==> config.mk <==
export PLATFORM = sky130hd
export DESIGN_NAME = alu_result_monitor
export DESIGN_NICKNAME = d
export VERILOG_FILES = /design/src/rtl/alu_mon_pkg.sv /design/src/rtl/alu_mon_watchdog.sv /design/src/rtl/alu_result_monitor.sv
export SDC_FILE = /design/constraint.sdc
export NUM_CORES = 2
export LEC_CHECK = 0
export CORE_AREA = 2 2 631 633
export CTS_CLUSTER_SIZE = 8
export DETAILED_ROUTE_END_ITERATION = 10
export DIE_AREA = 0 0 633 635
export PLACE_DENSITY = 0.53
export SYNTH_ARGS = -nofsm -noshare
export SYNTH_HDL_FRONTEND = slang
export SYNTH_SLANG_ARGS = --single-unit
==> constraint.sdc <==
create_clock -name clk_i -period 10.6 [get_ports clk_i]
set_input_delay 2.65 -clock clk_i [delete_from_list [all_inputs] [get_ports clk_i]]
set_output_delay 2.65 -clock clk_i [all_outputs]
set_load 0.02 [all_outputs]
==> src/rtl/alu_mon_pkg.sv <==
// Shared types and default sizing for the tinyalu result monitor.
// Optional build switch: ALU_MON_LAT_STATS_EN (latency statistic in the watchdog).
package alu_mon_pkg;

    localparam int unsigned RES_W_DEF   = 16;
    localparam int unsigned BATCH_DEF   = 100;
    localparam int unsigned TIMEOUT_DEF = 16;
    localparam int unsigned OP_W        = 3;
    localparam int unsigned LAT_W       = 8;

    typedef enum logic [OP_W-1:0] {
        OP_NOP = 3'd0,
        OP_ADD = 3'd1,
        OP_AND = 3'd2,
        OP_XOR = 3'd3,
        OP_MUL = 3'd4
    } alu_op_e;

    typedef enum logic {
        ST_IDLE = 1'b0,
        ST_WAIT = 1'b1
    } wd_state_e;

    // No-op commands never produce a done, so they are not tracked.
    function automatic logic is_tracked_op(input logic [OP_W-1:0] op);
        return op != OP_W'(OP_NOP);
    endfunction

endpackage

==> src/rtl/alu_mon_watchdog.sv <==
// Per-command watchdog: flags a tracked command that sees no done within TIMEOUT cycles.
// With ALU_MON_LAT_STATS_EN defined it also keeps the largest start-to-done latency.
module alu_mon_watchdog
    import alu_mon_pkg::*;
#(
    parameter int unsigned TIMEOUT = TIMEOUT_DEF
) (
    input  logic            clk_i,
    input  logic            reset_i,
    input  logic            start_i,
    input  logic [OP_W-1:0] op_i,
    input  logic            done_i,
`ifdef ALU_MON_LAT_STATS_EN
    output logic [LAT_W-1:0] max_lat_o,
`endif
    output logic            timeout_o
);

    localparam int unsigned WD_W = $clog2(TIMEOUT + 1);

    wd_state_e       state_q, state_d;
    logic [WD_W-1:0] cnt_q, cnt_d;
    logic            timeout_q, timeout_d;
    logic            start_trk;

`ifdef ALU_MON_LAT_STATS_EN
    logic [LAT_W-1:0] max_lat_q, max_lat_d;
    int unsigned      lat_now;
    logic [LAT_W-1:0] lat_sat;
`endif

    assign start_trk = start_i && is_tracked_op(op_i);

    // Next-state, counter and sticky flag logic.
    always_comb begin
        state_d   = state_q;
        cnt_d     = cnt_q;
        timeout_d = timeout_q;
`ifdef ALU_MON_LAT_STATS_EN
        max_lat_d = max_lat_q;
        // cnt_q lags the elapsed cycles by one at the done edge.
        lat_now   = 32'(cnt_q) + 32'd1;
        lat_sat   = (lat_now > 32'd255) ? LAT_W'(255) : LAT_W'(lat_now);
`endif
        case (state_q)
            ST_IDLE: begin
                if (start_trk) begin
                    state_d = ST_WAIT;
                    cnt_d   = '0;
                end
            end
            ST_WAIT: begin
                if (done_i) begin
`ifdef ALU_MON_LAT_STATS_EN
                    if (lat_sat > max_lat_q) begin
                        max_lat_d = lat_sat;
                    end
`endif
                    cnt_d = '0;
                    if (!start_trk) begin
                        state_d = ST_IDLE;
                    end
                end else if (cnt_q == WD_W'(TIMEOUT - 1)) begin
                    timeout_d = 1'b1;
                    state_d   = ST_IDLE;
                    cnt_d     = '0;
                end else begin
                    cnt_d = cnt_q + WD_W'(1);
                end
            end
            default: begin
                state_d = ST_IDLE;
                cnt_d   = '0;
            end
        endcase
    end

    always_ff @(posedge clk_i or negedge reset_i) begin
        if (!reset_i) begin
            state_q   <= ST_IDLE;
            cnt_q     <= '0;
            timeout_q <= 1'b0;
`ifdef ALU_MON_LAT_STATS_EN
            max_lat_q <= '0;
`endif
        end else begin
            state_q   <= state_d;
            cnt_q     <= cnt_d;
            timeout_q <= timeout_d;
`ifdef ALU_MON_LAT_STATS_EN
            max_lat_q <= max_lat_d;
`endif
        end
    end

    assign timeout_o = timeout_q;
`ifdef ALU_MON_LAT_STATS_EN
    assign max_lat_o = max_lat_q;
`endif

endmodule

==> src/rtl/alu_result_monitor.sv <==
// Packs BATCH done-qualified ALU results LSB-first into one word behind a valid/ack holding register.
// Optional build switch: ALU_MON_LAT_STATS_EN adds max_lat_o.
module alu_result_monitor
    import alu_mon_pkg::*;
#(
    parameter int unsigned RES_W   = RES_W_DEF,
    parameter int unsigned BATCH   = BATCH_DEF,
    parameter int unsigned TIMEOUT = TIMEOUT_DEF,
    parameter int unsigned CNT_W   = $clog2(BATCH + 1)
) (
    input  logic                   clk_i,
    input  logic                   reset_i,
    input  logic                   start_i,
    input  logic [OP_W-1:0]        op_i,
    input  logic                   done_i,
    input  logic [RES_W-1:0]       result_i,
    output logic [BATCH*RES_W-1:0] batch_data_o,
    output logic                   batch_valid_o,
    input  logic                   batch_ack_i,
    output logic [CNT_W-1:0]       fill_count_o,
    output logic                   overflow_o,
`ifdef ALU_MON_LAT_STATS_EN
    output logic [LAT_W-1:0]       max_lat_o,
`endif
    output logic                   timeout_o
);

    localparam int unsigned BUF_W = BATCH * RES_W;

    logic [BUF_W-1:0] fill_q, fill_d;
    logic [BUF_W-1:0] data_q, data_d;
    logic [CNT_W-1:0] fill_cnt_q, fill_cnt_d;
    logic             valid_q, valid_d;
    logic             overflow_q, overflow_d;
    logic             complete;
    int unsigned      wr_base;

    assign complete = done_i && (fill_cnt_q == CNT_W'(BATCH - 1));
    assign wr_base  = 32'(fill_cnt_q) * RES_W;

    // Capture, batch hand-off and overflow detection.
    always_comb begin
        fill_d     = fill_q;
        fill_cnt_d = fill_cnt_q;
        data_d     = data_q;
        valid_d    = valid_q;
        overflow_d = overflow_q;

        if (done_i) begin
            fill_d[wr_base +: RES_W] = result_i;
            fill_cnt_d = complete ? '0 : fill_cnt_q + CNT_W'(1);
        end

        if (valid_q && batch_ack_i) begin
            valid_d = 1'b0;
        end

        // An ack in the completing cycle frees the holding register in time.
        if (complete) begin
            if (!valid_q || batch_ack_i) begin
                data_d  = fill_d;
                valid_d = 1'b1;
            end else begin
                overflow_d = 1'b1;
            end
        end
    end

    always_ff @(posedge clk_i or negedge reset_i) begin
        if (!reset_i) begin
            fill_q     <= '0;
            data_q     <= '0;
            fill_cnt_q <= '0;
            valid_q    <= 1'b0;
            overflow_q <= 1'b0;
        end else begin
            fill_q     <= fill_d;
            data_q     <= data_d;
            fill_cnt_q <= fill_cnt_d;
            valid_q    <= valid_d;
            overflow_q <= overflow_d;
        end
    end

    alu_mon_watchdog #(
        .TIMEOUT (TIMEOUT)
    ) u_watchdog (
        .clk_i     (clk_i),
        .reset_i   (reset_i),
        .start_i   (start_i),
        .op_i      (op_i),
        .done_i    (done_i),
`ifdef ALU_MON_LAT_STATS_EN
        .max_lat_o (max_lat_o),
`endif
        .timeout_o (timeout_o)
    );

    assign batch_data_o  = data_q;
    assign batch_valid_o = valid_q;
    assign fill_count_o  = fill_cnt_q;
    assign overflow_o    = overflow_q;

endmodule

* Yosys cells after proc, flatten, opt, wreduce, memory -nomap -nowiden
Cells that the tools add are included.
** Word-level totals
- Bits in registers :: 3216
- Input port bits :: 24
** Operators by class
- Reduce and logical (&&, ||, !) cells :: 9
- Eq/ne operators :: 3
- Shifts and indexed selects :: 2
- Add/sub/neg operators :: 3
- Mux-type cells :: 14
- Bitwise logic cells :: 3
** Operator list (count)
- $bwmux W1600 :: 1
- $mux W1600 :: 1
- $shift A16 B34 Y1600 const A :: 1
- $shiftx A16 B34 Y1600 :: 1
- $neg A11 Y34 :: 1
- $mux W5 :: 3
- $pmux W5 S2 :: 1
- $add A7 B1 Y7 const B :: 1
- $eq A7 B7 Y1 const B :: 1
- $mux W7 :: 1
- $mux W1 :: 6
- $add A5 B1 Y5 const B :: 1
- $eq A5 B4 Y1 const B :: 1
- $reduce_and A2 Y1 :: 2
- $logic_and A1 B1 Y1 :: 3
- $not A1 Y1 :: 3
- $reduce_and A3 Y1 :: 1
- $reduce_bool A3 Y1 :: 1
- $ne A2 B1 Y1 const B :: 1
- $pmux W1 S2 :: 1
- $logic_not A1 Y1 :: 1
- $logic_or A1 B1 Y1 :: 1

* Longest topological paths before layout
- Depth in word-level cells :: 5
- Depth in mapped cells :: 18
- Depth with buffers taken out :: 10

* Hierarchy
A second synthesis with hierarchy kept.
** Unflattened totals
- Cells, all modules :: 11579
- Area total of the unflattened synthesis :: 124629.5 µm²
** Modules (own cells, without submodules)
- alu_result_monitor :: instances 1, cells an instance 11550, area each 124284.2 µm², seq. area each 80302.0 µm²
- alu_mon_watchdog :: instances 1, cells an instance 29, area each 345.3 µm², seq. area each 175.2 µm²

* Least setup slack after synthesis
OpenSTA, ideal clock, no wires.
- Path kind :: input to register
- Start point :: input done_i
- End point :: register fill_q[1398]
- Path slack :: 6.090 ns
- Data required time :: 10.482 ns
- Library setup time :: 0.118 ns
- Stages :: 6
- Data arrival time :: 4.392 ns
- Buffers on the path :: 1
- Cell sequence :: or3b_4 > a31o_4 > nor4_2 > nand2_1 > clkbuf_1 > a21o_1
** On the way
- Longest elaborated chain between the ends :: 1
** RTL lines
- start, declared :: RTL line alu_result_monitor.sv:15 : input logic done_i,
- $mux W1600 :: RTL line alu_result_monitor.sv:49 : if (done_i) begin
- net fill_d[1398] :: RTL line alu_result_monitor.sv:30 : logic [BUF_W-1:0] fill_q, fill_d;
- end signal, assigned :: RTL line alu_result_monitor.sv:77 : fill_q <= fill_d;
- end, declared :: RTL line alu_result_monitor.sv:30
The timed path passes the listed nets, and every way through them passes these cells.
A chain may end at the register's enable or synchronous reset.

* Final worst setup path
- Start point :: input done_i
- End point :: register fill_q[1167]
The elaborated chain is that of the path after synthesis.

==> key figures <==
Outcome
  • Outcome: finished, final reports clean

Logic synthesis
  • Top-count cell post-synth: nand2_1
  • Syn nets: 11700
  • Synthesis warning total: 0
  • Cell count after synthesis: approximately 12000
  • Largest family of logic cells by synthesized area: compound AO/OA/AOI/OAI gates
  • Yosys top cell area share: 0.663
  • Synth area leader: dfrtp_1
  • Top area cells in the synthesized netlist: dfrtp_1, nand2_1, o21ai_0, mux2_2, clkbuf_1
  • Synth Area in Compound Gates: 0.140
  • Adder-Cell Fraction of Synth Area: 0.000412
  • Ys flop type: dfrtp_1
  • Multiplexer area fraction after synthesis: 0.0258
  • Simple-Gate Fraction of Synth Area: 0.136
  • Synth cell types: 81
  • Commonest cells in the netlist: nand2_1, dfrtp_1, o21ai_0
  • Post-synthesis sequential area ratio: 0.663
  • Post-synth EDFFs: 0
  • Synth Area in XOR/XNOR: 0.000763
  • Netlist Area Pre-Place: 121000 sq um
  • Mean post-synth cell area: around 10 sq um
  • Asr flop ratio synth: 1.00
  • Count of state elements after synthesis: between 3000 and 4000

Die
  • I/O pins: roughly 1600
  • DIE AREA: ~400000 sq um
  • Die X: approximately 630 microns
  • Core Footprint: 395000 sq um
  • Chip Height: roughly 640 microns
  • Starting Density: 0.308
  • Row cnt: ~230

Placed design
  • GP Congestion: about 0.84
  • Final HPWL DP: 372000 microns
  • I/O Buffers: about 1600

Global route
  • Vias in the first global route: 92200
  • Initial antenna violation count: 57
  • Global-route wire length before repair: 762000 microns
  • GRT overflow: 0
  • Tot GR Track Use: 0.268
  • Largest net degree at the start of global routing: around 260

Routing
  • Routed vias: 94200
  • Met3 routed WL: roughly 40000 microns
  • WL/cell: between 30 and 40 microns
  • # DRC: 0
  • Drt pass-1 iters: 8
  • Routed vias/inst: 5.14
  • DRT met1 WL: 223000 microns
  • Initial detailed-routing violation count: ~8700
  • Met2 Routed Length: ~260000 microns
  • Final WL: around 550000 microns
  • Post-route ant nets: 0
  • Top layer in use: met5

Timing
  • Setup Viol. Count Final: 0
  • Fmax: 156 MHz
  • RSZ-0062 raised after global routing: false
  • Worst Max-Slew Pin Slew: approximately 1.3 ns
  • Setup TNS: 0 ns
  • Hold Slack: slightly above 0.4 ns
  • Fin crit share: 0.606
  • Final Hold Fails: 0
  • Slew Limit Fails: 0
  • Post-Route Skew: 0.0758 ns
  • Fin crit period: 6.43 ns
  • Max_slew headroom: 0.147

Final layout
  • Layout cells sized above 1: 0.0894
  • Final core utilization: 0.393
  • Nets: ~13000
  • Area grow syn2layout: 27.8%

Power
  • Comb power frac: 0.154
  • PwrDens: slightly above 200 nW/um^2
  • Reg power frac: 0.436
  • Switch Pwr: slightly below 10 mW
  • Peak supply drop: 0.200 mV
  • Switch share: 0.308
  • P_leak: just over 70 nW
  • Clock power share: 0.411
  • Internal power: 21.7 mW

Worst setup path
  • Crit-path max FO: 106
  • CP Capture Type: flop
  • Startpoint types: input port
  • Worst Path Class, Setup: in -> reg
  • Worst path required time: approximately 11 ns
  • Arrival time worst endpoint: ~7.2 ns

CTS
  • Count of clock tree sinks: roughly 3200
  • Hold_buf cts: 0
  • CTS buffer count: roughly 450
  • Max H-tree Level: 5
  • CTS clk-pin slew, worst paths: 0.05 ns
  • Clock Tree Root: clkbuf_16
  • Clk Latency, worst-skew pair: ~1.0 ns
  • CTS Buffer Depth: 4
  • Post-cts sizing count: 0
  • CTS tree: done
  • Postcts setup bufs: 0

Min path
  • HP Class: reg -> reg

Job
  • MaxCap Viol Count: 0
==> metal layers <==
metal,global-route usage,vias to the layer above
met5,0,-
li1,-,41900
met3,0.0650,870
met4,0.133,2
met1,0.338,47900
met2,0.432,3446
==> layout make-up <==
class	count	area [sq um]
multi-input combinational	7432	37500
antenna	27	67.6
sequential	3216	80500
timing repair buffer	1868	18500
clock inverter	30	631
fill	39100	240000
tap	5242	6560
clock buffer	468	11300
inverter	43	178
==> worst paths after layout <==
path                                             startpoint  slack [ns]                             end  cells past startpoint
worst min register to register       fill_q[1151]$_DFF_PN0_        0.40  batch_data_o[1151]$_DFFE_PN0P_                      2
max in group asynchronous                           reset_i        6.75   batch_data_o[327]$_DFFE_PN0P_                      3
worst max-delay path                                 done_i        4.17          fill_q[1167]$_DFF_PN0_                      7
min in group asynchronous                           reset_i        1.63          fill_q[1132]$_DFF_PN0_                      1
worst min-delay path                 fill_q[1151]$_DFF_PN0_        0.40  batch_data_o[1151]$_DFFE_PN0P_                      2
worst max register to register  fill_count_o[0]$_DFFE_PN0P_        4.52          fill_q[1167]$_DFF_PN0_                     12
==> per-stage QoR <==
stage	cell area (sq um)	cells	power [mW]	setup slack, ns
after floorplan	121000	11700	16.2	6.09
after global placement	143000	17800	18.7	3.33
after detailed placement	143000	17800	18.7	3.30
after CTS	155000	18300	31.7	4.37
after global routing	155000	18300	32.6	4.10
final	155000	18300	31.4	4.17
==> cell families after synthesis <==
group / after synthesis
xor+xnor: 8
buf+inv: 1004
simple gates: 4136
flops: 3216
compound gates: 3006
mux: 278
fa+ha+maj: 4
==> power by group through the flow <==
stage                     Sequential (mW)  Combinational [mW]  Clock [mW]
after floorplan                      13.8                2.39           0
after global placement               13.8                4.81           0
after detailed placement             13.9                4.86           0
after CTS                            13.7                4.87        13.2
after global routing                 13.8                5.18        13.7
final                                13.7                4.83        12.9
==> worst max-delay path: stages <==
cell,delay (ns)
clkdlybuf4s50_1,1.01
or3b_4,0.51
a31oi_2,0.63
nand3_4,1.01
buf_12,0.54
o21ai_0,0.39
o21ai_0,0.16
==> registers in the layout (all words and copies together), names as in the netlist <==
register              flops
batch_data_o           1600
fill_q                 1600
fill_count_o              7
u_watchdog.cnt_q          5
batch_valid_o             1
overflow_o                1
u_watchdog.state_q        1
u_watchdog.timeout_o      1
==> layout by cell type, fill, tap and decap left out, types with 8 or more instances in the layout <==
| cell | count |
|---|---|
| or2_2 | 19 |
| o21ai_4 | 17 |
| mux2_2 | 275 |
| clkbuf_8 | 8 |
| clkbuf_16 | 446 |
| a22o_1 | 80 |
| a21o_1 | 35 |
| a32o_1 | 26 |
| nor2_1 | 380 |
| nor4_4 | 9 |
| nor2_2 | 12 |
| nand3_1 | 230 |
| o21ai_1 | 17 |
| buf_12 | 35 |
| or3_1 | 22 |
| nand2b_1 | 23 |
| clkinv_16 | 13 |
| nor4_1 | 23 |
| dfrtp_1 | 3216 |
| clkbuf_1 | 14 |
| nor3_1 | 17 |
| a31oi_1 | 247 |
| inv_1 | 27 |
| clkinv_2 | 12 |
| buf_4 | 216 |
| o21ai_0 | 2104 |
| o31ai_1 | 249 |
| o2bb2ai_1 | 47 |
| a21oi_1 | 93 |
| nand4_1 | 26 |
| diode_2 | 27 |
| o211ai_1 | 44 |
| clkdlybuf4s50_1 | 1616 |
| nand2_1 | 3299 |
| nor2b_1 | 8 |
(Power assumes the default switching activity.)
